$ cat config.mk
export PLATFORM = sky130hd
export DESIGN_NAME = pipe_stage_reg_flat
export DESIGN_NICKNAME = d
export VERILOG_FILES = /design/src/rtl/pipe_stage_reg_pkg.sv /design/src/rtl/pipe_stage_reg_if.sv /design/src/rtl/pipe_stage_reg_stats.sv /design/src/rtl/pipe_stage_reg.sv /design/src/flat_wrapper.sv
export SDC_FILE = /design/constraint.sdc
export NUM_CORES = 1
export LEC_CHECK = 0
export ABC_CLOCK_PERIOD_IN_PS = 5520
export BUFFER_PORTS_ARGS = -buffer_cell sky130_fd_sc_hd__buf_2
export CAP_MARGIN = 20
export CELL_PAD_IN_SITES_DETAIL_PLACEMENT = 0
export CELL_PAD_IN_SITES_GLOBAL_PLACEMENT = 1
export CORE_MARGIN = 3
export CORE_UTILIZATION = 44
export CTS_BUF_LIST = sky130_fd_sc_hd__clkbuf_4 sky130_fd_sc_hd__clkbuf_8
export DETAILED_ROUTE_END_ITERATION = 8
export GPL_TIMING_DRIVEN = 0
export PLACE_DENSITY_LB_ADDON = 0.15
export SLEW_MARGIN = 20
export SYNTH_ARGS = -nofsm -noshare
export SYNTH_HDL_FRONTEND = slang
export SYNTH_SLANG_ARGS = --single-unit
$ cat constraint.sdc
create_clock -name clk -period 5.52 [get_ports clk]
set_input_delay 0.828 -clock clk [delete_from_list [all_inputs] [get_ports clk]]
set_output_delay 0.828 -clock clk [all_outputs]
set_load 0.05 [all_outputs]
$ cat src/rtl/pipe_stage_reg_pkg.sv
// ============================================================================
// pipe_pkg : shared state encoding, EX/MEM control bit map, default widths
// Revision : 1.0
// ============================================================================
`default_nettype none

package pipe_pkg;

  typedef enum logic [1:0] {
    EMPTY = 2'b00,
    FULL  = 2'b01,
    SKID  = 2'b10
  } pipe_state_t;

  localparam int CTRL_REGWRITE = 0;
  localparam int CTRL_MEMREAD  = 1;
  localparam int CTRL_MEMWRITE = 2;
  localparam int CTRL_MEMTOREG = 3;
  localparam int CTRL_BRANCH   = 4;
  localparam int CTRL_ZERO     = 5;
  localparam int CTRL_RD_LSB   = 6;
  localparam int CTRL_RD_W     = 5;

  localparam int DATA_W_DEF = 96;
  localparam int CTRL_W_DEF = 12;

endpackage

`default_nettype wire

$ cat src/rtl/pipe_stage_reg_if.sv
// ============================================================================
// pipe_stage_reg_if : valid/ready handshake carrying payload and control
// Revision          : 1.0
// ============================================================================
`default_nettype none

interface pipe_stage_reg_if #(
  parameter int DATA_W = 96,
  parameter int CTRL_W = 12
);
  logic              valid;
  logic              ready;
  logic [DATA_W-1:0] data;
  logic [CTRL_W-1:0] ctrl;

  modport master (output valid, output data, output ctrl, input ready);
  modport slave  (input valid, input data, input ctrl, output ready);
endinterface

`default_nettype wire

$ cat src/rtl/pipe_stage_reg_stats.sv
// ============================================================================
// pipe_stage_stats : saturating stall / flush event counters
// Revision         : 1.0
// ============================================================================
`default_nettype none

module pipe_stage_stats (
  input  logic        clk,
  input  logic        rst_n,
  input  logic        out_valid,
  input  logic        out_ready,
  input  logic        flush,
  output logic [15:0] stall_cnt,
  output logic [15:0] flush_cnt
);

  logic [15:0] stall_cnt_q, stall_cnt_d;
  logic [15:0] flush_cnt_q, flush_cnt_d;

  always_comb begin
    stall_cnt_d = stall_cnt_q;
    flush_cnt_d = flush_cnt_q;
    if (out_valid && !out_ready && (stall_cnt_q != 16'hFFFF))
      stall_cnt_d = stall_cnt_q + 16'd1;
    // out_valid covers "any entry held": S is never occupied while M is empty
    if (flush && out_valid && (flush_cnt_q != 16'hFFFF))
      flush_cnt_d = flush_cnt_q + 16'd1;
  end

  always_ff @(posedge clk or negedge rst_n) begin
    if (!rst_n) begin
      stall_cnt_q <= 16'd0;
      flush_cnt_q <= 16'd0;
    end else begin
      stall_cnt_q <= stall_cnt_d;
      flush_cnt_q <= flush_cnt_d;
    end
  end

  assign stall_cnt = stall_cnt_q;
  assign flush_cnt = flush_cnt_q;

endmodule

`default_nettype wire

$ cat src/rtl/pipe_stage_reg.sv
// ============================================================================
// pipe_stage_reg : elastic pipeline stage register, optional 2-entry skid
// Optional stall/flush counters when PIPE_STAGE_STATS_EN is defined.
// Revision       : 1.0
// ============================================================================
`default_nettype none

module pipe_stage_reg
  import pipe_pkg::*;
#(
  parameter int DATA_W = DATA_W_DEF,
  parameter int CTRL_W = CTRL_W_DEF,
  parameter int SKID   = 1
) (
  input  logic             clk,
  input  logic             rst_n,
  input  logic             flush,
`ifdef PIPE_STAGE_STATS_EN
  output logic [15:0]      stall_cnt,
  output logic [15:0]      flush_cnt,
`endif
  pipe_stage_reg_if.slave  in_if,
  pipe_stage_reg_if.master out_if
);

  pipe_state_t       state_q, state_d;
  logic              out_valid_q, out_valid_d;
  logic [DATA_W-1:0] m_data_q, m_data_d;
  logic [CTRL_W-1:0] m_ctrl_q, m_ctrl_d;
  logic [DATA_W-1:0] s_data_q, s_data_d;
  logic [CTRL_W-1:0] s_ctrl_q, s_ctrl_d;

  logic in_ready;
  logic in_fire;
  logic out_fire;

  assign in_fire  = in_if.valid & in_ready;
  assign out_fire = out_valid_q & out_if.ready;

  always_comb begin
    state_d  = state_q;
    m_data_d = m_data_q;
    m_ctrl_d = m_ctrl_q;
    s_data_d = s_data_q;
    s_ctrl_d = s_ctrl_q;

    if (SKID != 0) begin
      case (state_q)
        EMPTY: begin
          if (in_fire) begin
            m_data_d = in_if.data;
            m_ctrl_d = in_if.ctrl;
            state_d  = FULL;
          end
        end
        FULL: begin
          if (in_fire && out_fire) begin
            m_data_d = in_if.data;
            m_ctrl_d = in_if.ctrl;
          end else if (in_fire) begin
            s_data_d = in_if.data;
            s_ctrl_d = in_if.ctrl;
            state_d  = pipe_pkg::SKID;
          end else if (out_fire) begin
            m_ctrl_d = '0;
            state_d  = EMPTY;
          end
        end
        pipe_pkg::SKID: begin
          if (out_fire) begin
            m_data_d = s_data_q;
            m_ctrl_d = s_ctrl_q;
            s_ctrl_d = '0;
            state_d  = FULL;
          end
        end
        default: begin
          m_ctrl_d = '0;
          s_ctrl_d = '0;
          state_d  = EMPTY;
        end
      endcase
    end else begin
      if (in_fire) begin
        m_data_d = in_if.data;
        m_ctrl_d = in_if.ctrl;
        state_d  = FULL;
      end else if (out_fire) begin
        m_ctrl_d = '0;
        state_d  = EMPTY;
      end
    end

    // Flush wins: a coinciding in_fire is dropped, payload stays for debug
    if (flush) begin
      state_d  = EMPTY;
      m_data_d = m_data_q;
      s_data_d = s_data_q;
      m_ctrl_d = '0;
      s_ctrl_d = '0;
    end
  end

  assign out_valid_d = (state_d != EMPTY);

  always_ff @(posedge clk or negedge rst_n) begin
    if (!rst_n) begin
      state_q     <= EMPTY;
      out_valid_q <= 1'b0;
      m_data_q    <= '0;
      m_ctrl_q    <= '0;
      s_data_q    <= '0;
      s_ctrl_q    <= '0;
    end else begin
      state_q     <= state_d;
      out_valid_q <= out_valid_d;
      m_data_q    <= m_data_d;
      m_ctrl_q    <= m_ctrl_d;
      s_data_q    <= s_data_d;
      s_ctrl_q    <= s_ctrl_d;
    end
  end

  generate
    if (SKID != 0) begin : g_skid_ready
      logic in_ready_q, in_ready_d;

      assign in_ready_d = (state_d != pipe_pkg::SKID);

      always_ff @(posedge clk or negedge rst_n) begin
        if (!rst_n) in_ready_q <= 1'b1;
        else        in_ready_q <= in_ready_d;
      end

      assign in_ready = in_ready_q;
    end else begin : g_comb_ready
      assign in_ready = out_if.ready | ~out_valid_q;
    end
  endgenerate

  assign in_if.ready  = in_ready;
  assign out_if.valid = out_valid_q;
  assign out_if.data  = m_data_q;
  assign out_if.ctrl  = m_ctrl_q;

`ifdef PIPE_STAGE_STATS_EN
  pipe_stage_stats u_stats (
    .clk       (clk),
    .rst_n     (rst_n),
    .out_valid (out_valid_q),
    .out_ready (out_if.ready),
    .flush     (flush),
    .stall_cnt (stall_cnt),
    .flush_cnt (flush_cnt)
  );
`endif

endmodule

`default_nettype wire

$ cat src/flat_wrapper.sv
// flat-port wrapper written by rule: the top's interface ports become plain ports
module pipe_stage_reg_flat import pipe_pkg::*;
#(
  parameter int DATA_W = DATA_W_DEF,
  parameter int CTRL_W = CTRL_W_DEF,
  parameter int SKID   = 1
)
  (clk, rst_n, flush, in_if_valid, in_if_data, in_if_ctrl, in_if_ready, out_if_valid, out_if_data, out_if_ctrl, out_if_ready);
  pipe_stage_reg_if #(.DATA_W(DATA_W), .CTRL_W(CTRL_W)) in_if_i ();
  pipe_stage_reg_if #(.DATA_W(DATA_W), .CTRL_W(CTRL_W)) out_if_i ();
  input  logic clk;
  input  logic rst_n;
  input  logic flush;
  input wire logic [$bits(in_if_i.valid)-1:0] in_if_valid;
  input wire logic [$bits(in_if_i.data)-1:0] in_if_data;
  input wire logic [$bits(in_if_i.ctrl)-1:0] in_if_ctrl;
  output wire logic [$bits(in_if_i.ready)-1:0] in_if_ready;
  output wire logic [$bits(out_if_i.valid)-1:0] out_if_valid;
  output wire logic [$bits(out_if_i.data)-1:0] out_if_data;
  output wire logic [$bits(out_if_i.ctrl)-1:0] out_if_ctrl;
  input wire logic [$bits(out_if_i.ready)-1:0] out_if_ready;
  assign in_if_i.valid = in_if_valid;
  assign in_if_i.data = in_if_data;
  assign in_if_i.ctrl = in_if_ctrl;
  assign in_if_ready = in_if_i.ready;
  assign out_if_valid = out_if_i.valid;
  assign out_if_data = out_if_i.data;
  assign out_if_ctrl = out_if_i.ctrl;
  assign out_if_i.ready = out_if_ready;
  pipe_stage_reg #(.DATA_W(DATA_W), .CTRL_W(CTRL_W), .SKID(SKID)) u_core (.clk(clk), .rst_n(rst_n), .flush(flush), .in_if(in_if_i), .out_if(out_if_i));
endmodule
== Word-level counts from Yosys, hierarchy flattened ==
Cells that the tools add are included.
Storage, ports and cells
  logic and storage cells: 53
  register bits: 220
  input bits: 113
  output and inout port bits: 110
Operators by class
  muxes and demuxes: 21
  reductions and logical operators: 8
  bitwise operators: 4
  eq/ne operators: 13
Operators by type and width (count)
  $mux W96: 3
  $pmux W96 S3: 1
  $mux W12: 8
  $pmux W12 S3: 2
  $mux W2: 6
  $reduce_and A4 Y1: 3
  $ne A3 B2 Y1 const B: 3
  $ne A2 B1 Y1 const B: 3
  $pmux W2 S3: 1
  $reduce_and A5 Y1: 1
  $ne A2 B2 Y1 const B: 2
  $ne A4 B2 Y1 const B: 1
  $ne A4 B4 Y1 const B: 1
  $ne A3 B3 Y1 const B: 1
  $reduce_bool A3 Y1: 1
  $and A1 B1 Y1: 2
  $eq A2 B1 Y1 const B: 1
  $eq A2 B2 Y1 const B: 1
  $logic_not A2 Y1: 1
  $not A1 Y1: 2
  $reduce_bool A2 Y1: 1
  $logic_and A1 B1 Y1: 1

== Logic depth before layout (Yosys ltp) ==
Gate-level depths: netlist of run 1.
  depth in word-level cells: 7
  mapped depth: 8
  mapped depth without buffers: 4

== Worst setup path after synthesis of run 1 ==
No wires, ideal clock.
  kind: input port to flip-flop
  from: input port out_if_ready
  to: register u_core.m_data_q[67], in the netlist u_core.out_if.data[67]
  setup slack: 3438 ps
  data required time: 5391 ps
  data arrival time: 1953 ps
  setup time: 129 ps
  path buffers: 3
  cell stages on the path: 7
  cell sequence: and2_1 a211oi_4 or2_0 buf_2 buf_6 clkbuf_2 o21ai_0
On the way
  word-level cells in the longest chain between the ends: 4
  elaborated cells on any way between the ends: 5
  classes of those cells: eq/ne: 2; bitwise: 1; reduce/logical: 2
RTL lines
  start: declaration: line flat_wrapper.sv:21  | input wire logic [$bits(out_if_i.ready)-1:0] out_if_ready;
  $and A1 B1 Y1 *: line pipe_stage_reg.sv:38  | assign out_fire = out_valid_q & out_if.ready;
  $logic_and A1 B1 Y1: line pipe_stage_reg.sv:57  | if (in_fire && out_fire) begin
  $ne A2 B1 Y1 (no source line)
  $reduce_and A5 Y1 (no source line) *
  end signal: assignment: line pipe_stage_reg.sv:117  | m_data_q <= m_data_d;
  end: declaration: line pipe_stage_reg.sv:28  | logic [DATA_W-1:0] m_data_q, m_data_d;
Mark *: on every way between the ends. The rest lies on a longest branch, timed or not.
A chain may end at the register's enable or synchronous reset.

== Final worst setup path of run 1 ==
  from: register u_core.out_valid_q, in the netlist u_core.out_if.valid
  to: register u_core.m_data_q[90], in the netlist u_core.out_if.data[90]
On the way
  word-level cells in the longest chain between the ends: 4
  elaborated cells on any way between the ends: 5
  classes of those cells: eq/ne: 2; bitwise: 1; reduce/logical: 2
RTL lines
  start: declaration: line pipe_stage_reg.sv:27  | logic out_valid_q, out_valid_d;
  start signal: assignment: line pipe_stage_reg.sv:116  | out_valid_q <= out_valid_d;
  $and A1 B1 Y1 *: line pipe_stage_reg.sv:38
  $logic_and A1 B1 Y1: line pipe_stage_reg.sv:57
  $ne A2 B1 Y1 (no source line)
  $reduce_and A5 Y1 (no source line) *
Marks and branches as above.

==> flow_summary_export.csv, run 1 <==
group,metric,value,unit
routing,dr.pass1.iters,5,
sta,clock_skew,0.0258,ns
power_and_ir_drop,ir_worst_vdd,243,uV
setup_path,crit_start,"u_core.out_if.valid",
setup_path,crit_chain,"and2_1 > a211oi_4 > or2_0 > buf_2 > buf_6 > clkbuf_2 > o21ai_0",
global_route,grt_max_degree,91,
die,core_region_area,21200,um2
synthesis,synth_seq_cells,220,
setup_path,critPathMaxStageDelay,0.49,ns
setup_path,crit_type,"reg2reg",
sta,setup-violations-final,0,
die,start_util,45.1,%
setup_path,cp_slowest_cell,"a211oi_4",
setup_path,r2r_slack,3.23,ns
clock_tree,cts_tree,"yes",
global_route,grt_pass1_vias,7454,
clock_tree,h-tree-depth,2,
routing,vias,7183,
clock_tree,cts.sinks,220,
global_route,grt_overflow,0,
setup_path,r2r-end,"u_core.out_if.data[90]",
place,pre_cts_ws,2.74,ns
clock_tree,clock_path_buffers,3,
cells_and_area,layout-drive-gt1-share,39.8,%
synthesis,yosysWarnings,0,
cells_and_area,fillers,1899,
sta,max_slew.worst_pin.slew,0.595,ns
synthesis,synth_cell_types,35,
clock_tree,cts_hold_buf,0,
global_route,grt_pass1_wl,39.9,mm
synthesis,netlist.area_leader.share,57.5,%
synthesis,syn_area,9540,um2
place,port_buffers,222,
setup_path,reg2reg_from,"u_core.out_if.valid",
sta,fin_crit,2.29,ns
power_and_ir_drop,p_per_area,482,nW/um2
synthesis,syn-num-nets,884,
clock_tree,cts.clk_slew.worst_paths,0.06,ns
clock_tree,post_cts_buffers,0,
sta,hold_viol_final,0,
sta,whs,0.206,ns
synthesis,ys.flop_type,"dfrtp_1",
setup_path,worstPathRequired,5.90,ns
flow_run,cap_viol_max_count,0,
sta,final_max_slew_viol_count,0,
place,dpl.hpwl,16.9,mm
synthesis,synthArstFlopShare,100,%
setup_path,end_kind,"register",
cells_and_area,syn_to_final_growth,24.7,%
setup_path,crit_end,"u_core.out_if.data[90]",
die,die_area,23500,um2
synthesis,synth_top_cell_by_area,"dfrtp_1",
power_and_ir_drop,power_leakage,6.12,nW
global_route,grtUsageTotal,20.8,%
die,ioPinCount,223,
synthesis,syn_area_per_cell,12.4,um2
clock_tree,insertion_delay,0.53,ns
sta,max_freq,436,MHz
setup_path,r2r_cells,7,
setup_path,startpoint_type,"register",
routing,via_per_inst,5.35,
clock_tree,postCtsResizedCells,0,
sta,final.setup.worst_slack,3.23,ns
sta,relSlewSlack,60.3,%
global_route,antenna_found_initial,6,
routing,post-route-drc-count,0,
clock_tree,numCtsBuffers,40,
routing,ant_nets,0,
cells_and_area,seqCellArea,5510,um2
clock_tree,root_buffer,"clkbuf_8",
die,die_y,153,um
die,die_w,153,um
setup_path,cp_max_fo,10,
synthesis,syn_inst,771,
sta,rsz0062_at_grt,"no",
synthesis,synth-edff-count,0,
routing,first_iter_violations,272,
hold_path,hp-class,"in2async",
die,rows,53,
setup_path,arrival,2.67,ns
routing,totalWireLength,24.7,mm
cells_and_area,multi_input_area,3720,um2
routing,routedWlPerCell,18.4,um
place,place_congestion,0.752,
synthesis,synthTopCellsByArea,"dfrtp_1 57%, mux2i_1 11%, mux2_2 10%, o21ai_0 10%, buf_2 1.2%",
sta,period_share,41.6,%
synthesis,yosysSeqAreaShare,57.7,%
status,status,"completed",
cells_and_area,nets,1150,
-- report_power, final --
group | internal [W] | switching [W] | leakage, nW
clock | 0.000923 | 0.000665 | 0.448
sequential | 0.00212 | 0.000242 | 2.74
combinational | 0.000563 | 0.00122 | 2.93
-- layout by cell type, fill, tap and decap left out, types with 6 or more instances in the layout --
cell / synthesis / final
a22o_1: 12 / 12
a22oi_1: 12 / 12
buf_2: 23 / 244
clkbuf_1: 28 / 28
clkbuf_2: 9 / 9
clkbuf_4: 0 / 18
clkbuf_8: 0 / 49
dfrtp_1: 219 / 219
mux2_1: 8 / 8
mux2_2: 88 / 88
mux2i_1: 108 / 108
nand2_1: 6 / 6
nand3_1: 12 / 12
nor2_1: 14 / 14
o21ai_0: 191 / 191
o22ai_1: 12 / 12
-- metal layers --
layer  up-vias  wire length [um]  GRT usage [%]
li1       3346                 -              -
met1      3541             10600           27.4
met2       225             11400           32.9
met3        59              1900           6.85
met4        12               668           6.28
met5         -                58              0
-- area by class of cell --
class                   count  area share [%]
flip-flops and latches    220            46.3
multi-input cells         485            31.3
repair buffers            224            9.89
clock buffers              67            6.80
well taps                 275            2.89
plain buffers              65            2.61
clock inverters             4           0.221
inverters                   1          0.0315
diodes                      1          0.0210
-- per-stage QoR --
step	std cells	total power (W)	utilization, %	TNS, ns	instance area, um2
after CTS	1341	0.00580	56.2	0	11900
after global placement	1268	0.00415	52.0	-87.06	11000
after global routing	1341	0.00605	56.2	0	11900
after detailed placement	1270	0.00419	52.3	0	11100
final	1342	0.00574	56.2	0	11900
after floorplan	771	0.00367	-	0	9540
-- cells in the mapped netlist (all sizes together), types with 2 or more instances --
library cell  number
a22oi             12
nand3             12
nand2              6
buf               28
o22ai             12
nand2b             2
o21bai             3
clkbuf            37
nor2              14
mux2i            108
dfrtp            219
a22o              12
o21ai            192
a21oi              3
mux2              96
-- flip-flops by register name, summed over array words and instances (netlist names) --
name and flops:
u_core.state_q 2, u_core.out_if.data 96, u_core.out_if.valid 1, u_core.out_if.ctrl 12, u_core.s_ctrl_q 12, u_core.s_data_q 96, u_core.in_if.ready 1
-- critical path, delay by kind of cell (launching register included) --
kind / cells / cell delay, ns
AOI/OAI and AO/OA: 2 / 0.62
buffers and inverters: 3 / 0.61
DFF: 1 / 0.47
and+or+nand+nor: 2 / 0.43
-- cell families after synthesis --
kind of cell / Yosys count / share of synthesized area, %
compound gates: 238 / 13.8
flops: 220 / 57.7
xor+xnor: 1 / 0.0918
mux: 204 / 22.7
simple gates: 42 / 2.45
buf+inv: 66 / 3.29
-- how the worst min path moves through the flow --
stage,endpoint,start,slack (ns),cells past startpoint
after floorplan,u_core.s_data_q[87],u_core.s_data_q[87],0.46,1
after global placement,u_core.s_data_q[93],u_core.s_data_q[93],0.47,1
after detailed placement,u_core.s_data_q[89],u_core.s_data_q[89],0.48,1
after CTS,u_core.s_data_q[92],rst_n,0.20,1
after global routing,u_core.out_if.data[4],rst_n,0.21,1
final,u_core.out_if.data[4],rst_n,0.21,1
Power figures use the tool's default switching activity.
==> run 2: changes to the inputs <==
Settings changed: ABC_CLOCK_PERIOD_IN_PS 5520 to 2300.
Clock period 5.52 ns to 2.3 ns, I/O delays scaled along.
==> run 2 against run 1 <==
Net effect: final cell count up 0.37%; via count down 0.21%; die area unchanged; first-iteration DRC count up 4.4%; combinational power up 140%; design area up 0.34%; core utilization up 0.19 points; worst setup slack worse by 3.1 ns; clock power up 140%.
==> flow_summary_export.csv, run 2 (synthesis gave the netlist of run 1 again) <==
group,metric,value,unit
power_and_ir_drop,p_per_area,1150,nW/um2
sta,fin_tns_setup,0,ns
cells_and_area,fillers,1895,
sta,max_freq,470,MHz
routing,totalWireLength,24.7,mm
setup_path,cp_max_fo,10,
global_route,grt_max_degree,91,
clock_tree,numCtsBuffers,40,
cells_and_area,final_area,11900,um2
sta,clock_skew,0.0272,ns
routing,routedWlPerCell,18.3,um
cells_and_area,layout_commonest_cell,"buf_2",
sta,hold_viol_final,0,
die,rows,53,
die,start_util,45.1,%
setup_path,worstPathRequired,2.68,ns
sta,final_max_slew_viol_count,0,
place,port_buffers,222,
flow_run,cap_viol_max_count,0,
power_and_ir_drop,total_power,0.0138,W
setup_path,end_kind,"register",
die,core_region_area,21200,um2
place,dpl.hpwl,16.9,mm
cells_and_area,multi_input_area,3720,um2
clock_tree,postCtsResizedCells,0,
clock_tree,insertion_delay,0.53,ns
die,die_w,153,um
sta,relSlewSlack,60.1,%
cells_and_area,nets,1155,
global_route,grt_pass1_vias,7471,
global_route,grtUsageTotal,20.9,%
routing,ant_nets,0,
cells_and_area,syn_to_final_growth,25.1,%
die,ioPinCount,223,
routing,via_per_inst,5.32,
global_route,antenna_found_initial,6,
routing,vias,7168,
sta,fin_crit,2.13,ns
clock_tree,root_buffer,"clkbuf_8",
hold_path,hp-class,"in2reg",
clock_tree,cts.clk_slew.worst_paths,0.06,ns
setup_path,crit_type,"reg2reg",
clock_tree,cts.sinks,220,
cells_and_area,seqCellArea,5510,um2
clock_tree,clock_path_buffers,3,
die,die_area,23500,um2
clock_tree,cts_tree,"yes",
cells_and_area,layout-drive-gt1-share,40.0,%
sta,period_share,92.6,%
setup_path,startpoint_type,"register",
sta,rsz0062_at_grt,"no",
sta,whs,0.0631,ns
place,dpl_cell_area,11100,um2
sta,max_slew.worst_pin.slew,0.599,ns
setup_path,arrival,2.51,ns
sta,setup-violations-final,0,
cells_and_area,layout_common_cells,"244 x buf_2, 219 x dfrtp_1, 191 x o21ai_0",
place,place_congestion,0.752,
status,status,"completed",
routing,post-route-drc-count,0,
die,die_y,153,um
power_and_ir_drop,ir_worst_vdd,584,uV
global_route,grt_pass1_wl,40.1,mm
power_and_ir_drop,power_leakage,6.14,nW
global_route,grt_overflow,0,
clock_tree,h-tree-depth,2,
routing,dr.pass1.iters,5,
routing,first_iter_violations,284,
## run 2: repair_timing
action / 4_1_cts / 5_1_grt
hold buffers: 1 / 0
buffers inserted: 2 / 2
pin swaps: 1 / 1
setup endpoints to repair: 21 / 8
hold endpoints to repair: 47 / 0
## run 2: final timing paths
check | to | cells past startpoint | slack, ns | start
worst max-delay path | u_core.out_if.data[90] | 8 | 0.17 | u_core.out_if.valid
worst min-delay path | u_core.s_data_q[83] | 2 | 0.06 | in_if_data[83]
worst max register to register | u_core.out_if.data[90] | 8 | 0.17 | u_core.out_if.valid
worst min register to register | u_core.s_data_q[90] | 1 | 0.48 | u_core.s_data_q[90]
max in group asynchronous | u_core.out_if.data[66] | 4 | 0.76 | rst_n
min in group asynchronous | u_core.out_if.data[4] | 2 | 0.32 | rst_n
## run 2: cell type report
type | count | area share [%]
Multi-Input combinational cell | 485 | 31.1
Timing Repair Buffer | 229 | 10.2
Antenna cell | 1 | 0.0210
Clock buffer | 67 | 6.78
Inverter | 1 | 0.0314
Buffer | 65 | 2.60
Tap cell | 275 | 2.88
Sequential cell | 220 | 46.1
Clock inverter | 4 | 0.220
## run 2: layer usage
metal / vias up / track usage, % / routed length, um
met4: 12 / 6.28 / 670
met1: 3526 / 27.4 / 10500
met5: - / 0 / 58
li1: 3357 / - / -
met2: 214 / 33.2 / 11600
met3: 59 / 6.82 / 1860
## run 2: through the flow
stage	cells	setup slack [ns]	utilization [%]
final	1347	0.170	56.4
after global routing	1346	0.0325	56.4
after CTS	1344	0.00458	56.3
after detailed placement	1270	-0.00920	52.3
after global placement	1268	-3.16	52.0
after floorplan	771	0.326	-
## run 2: where the power goes
group	switching, W	internal [W]	leakage (nW)
clock	0.00160	0.00221	0.448
combinational	0.00294	0.00136	2.96
sequential	0.000581	0.00509	2.74
## run 2: critical path, cell delays in order (launching register included)
cell and delay [ns]:
dfrtp_1 0.47, and2_1 0.28, a211oi_4 0.21, buf_4 0.18, or2_0 0.10, buf_2 0.19, buf_6 0.18, clkbuf_2 0.24
o21ai_0 0.13
==> run 3: changes to the inputs <==
Settings changed: PLACE_DENSITY set to 0.78, PLACE_DENSITY_LB_ADDON 0.15 to not set.
==> run 3 against run 2 <==
Net effect: final cell count is 0.74% lower; design area fell by 0.81%; wire length down 2.5%; sequential cell count stayed put; fmax decreased by 1.6%; global-route usage shrank 0.73 points; core utilization fell by 0.46 points; worst hold slack got worse by 0.0044 ns; combinational power about the same; critical path depth stayed put; non-clock buffer count down 1; critical path type unchanged; largest power group unchanged; highest routed layer unchanged.
==> flow_summary_export.csv, run 3 (synthesis gave the netlist of run 1 again) <==
group,metric,value,unit
routing,dr.pass1.iters,4,
routing,first_iter_violations,277,
die,die_w,153,um
place,port_buffers,222,
setup_path,cp_max_fo,10,
routing,vias,7052,
sta,max_slew.worst_pin.slew,0.620,ns
die,core_region_area,21200,um2
global_route,grt_max_degree,78,
cells_and_area,syn_to_final_growth,24.1,%
setup_path,crit_type,"reg2reg",
clock_tree,cts_tree,"yes",
global_route,grt_overflow,0,
global_route,grt.busiest_layer,"met2",
routing,routedWlPerCell,18.0,um
global_route,grt.met3_usage,7.22,%
place,dpl_cell_area,11100,um2
setup_path,startpoint_type,"register",
power_and_ir_drop,total_power,0.0135,W
setup_path,worstPathRequired,2.68,ns
cells_and_area,seqCellArea,5510,um2
sta,rsz0062_at_grt,"no",
global_route,grt_pass1_wl,38.6,mm
global_route,grtUsageTotal,20.1,%
clock_tree,cts.clk_slew.worst_paths,0.06,ns
power_and_ir_drop,p_per_area,1140,nW/um2
sta,max_freq,462,MHz
setup_path,arrival,2.55,ns
die,rows,53,
sta,setup-violations-final,0,
routing,totalWireLength,24.1,mm
power_and_ir_drop,p_sw,0.00506,W
place,dpl.hpwl,16.7,mm
die,ioPinCount,223,
cells_and_area,layout-drive-gt1-share,39.7,%
status,status,"completed",
flow_run,cap_viol_max_count,0,
cells_and_area,final_area,11800,um2
power_and_ir_drop,p_clk_share,26.1,%
sta,relSlewSlack,58.7,%
power_and_ir_drop,power_leakage,6.09,nW
die,start_util,45.1,%
sta,hold_viol_final,0,
place,place_congestion,0.772,
clock_tree,insertion_delay,0.53,ns
power_and_ir_drop,ir_worst_vdd,577,uV
routing,post-route-drc-count,0,
sta,period_share,94.2,%
die,die_area,23500,um2
die,die_y,153,um
power_and_ir_drop,pwr-share-comb,31.8,%
clock_tree,root_buffer,"clkbuf_8",
cells_and_area,multi_input_area,3720,um2
sta,final_max_slew_viol_count,0,
global_route,antenna_found_initial,5,
cells_and_area,layout_commonest_cell,"buf_2",
clock_tree,clock_path_buffers,3,
routing,ant_nets,0,
power_and_ir_drop,power_frac_seq,42.1,%
clock_tree,h-tree-depth,2,
cells_and_area,nets,1153,
global_route,grt_pass1_vias,7283,
global_route,grt_util_met1,26.6,%
hold_path,hp-class,"in2reg",
clock_tree,numCtsBuffers,39,
cells_and_area,fillers,1861,
power_and_ir_drop,p_sw_share,37.6,%
routing,via_per_inst,5.27,
setup_path,end_kind,"register",
sta,clock_skew,0.0269,ns
power_and_ir_drop,intPower,0.00840,W
global_route,met2_usage,31.5,%
cells_and_area,layout_common_cells,"245 x buf_2, 219 x dfrtp_1, 191 x o21ai_0",
sta,fin_crit,2.17,ns
clock_tree,cts.sinks,220,
## run 3: timing repair
action / in CTS / in global routing
setup buffers: 0 / 3
hold buffers: 1 / 0
endpoints found under the setup margin: 3 / 56
hold endpoints to repair: 70 / 0
resized for setup: 1 / 5
pin swaps: 1 / 2
## run 3: power by group through the flow
stage	logic (W)	clock network (W)	registers [W]
2_1_floorplan	0.00143	0	0.00737
3_3_place_gp	0.00425	0	0.00568
3_5_place_dp	0.00432	0	0.00574
4_1_cts	0.00433	0.00365	0.00568
5_1_grt	0.00460	0.00383	0.00582
6_report	0.00428	0.00351	0.00567
## run 3: final cells by class
cell class / instances / area share (%)
plain buffers: 65 / 2.65
clock inverters: 5 / 0.338
diodes: 1 / 0.0211
well taps: 275 / 2.91
inverters: 1 / 0.0317
flip-flops and latches: 220 / 46.5
clock buffers: 57 / 5.94
multi-input cells: 485 / 31.4
repair buffers: 228 / 10.2
## run 3: worst paths after layout
check | depth (start not counted) | slack, ns | end | start
setup / recovery | 8 | 0.13 | u_core.out_if.data[82] | u_core.out_if.valid
hold / removal | 2 | 0.06 | u_core.s_data_q[54] | in_if_data[54]
setup reg to reg | 8 | 0.13 | u_core.out_if.data[82] | u_core.out_if.valid
hold reg to reg | 1 | 0.49 | u_core.s_data_q[88] | u_core.s_data_q[88]
max in group asynchronous | 3 | 1.14 | u_core.out_if.data[86] | rst_n
min in group asynchronous | 2 | 0.38 | u_core.out_if.data[94] | rst_n
## run 3: per-layer routing
layer / share of wire (%) / wire length (um) / up-vias
li1: - / - / 3333
met1: 43 / 10300 / 3456
met2: 46 / 11200 / 205
met3: 8.5 / 2040 / 48
met4: 1.8 / 442 / 10
met5: 0.30 / 71 / -
## run 3: critical path: stages (launching register included)
cell and delay, ns:
dfrtp_1 0.47, and2_1 0.28, a211oi_4 0.24, buf_4 0.19, or2_0 0.11, buf_2 0.19, buf_6 0.17, clkbuf_2 0.23
o21ai_0 0.13
## run 3: stage by stage
step | setup TNS [ns] | std cells | worst slack, ns | util, % | hold slack [ns]
floorplan | 0 | 771 | 0.326 | - | 0.0494
global placement | -676.50 | 1268 | -3.09 | 52.0 | 0.466
detailed placement | 0 | 1270 | 0.00121 | 52.3 | 0.359
CTS | 0 | 1333 | 0.0000246 | 55.8 | 0.0200
global route | 0 | 1336 | 0.00487 | 56.0 | 0.0255
finish | 0 | 1337 | 0.134 | 56.0 | 0.0587
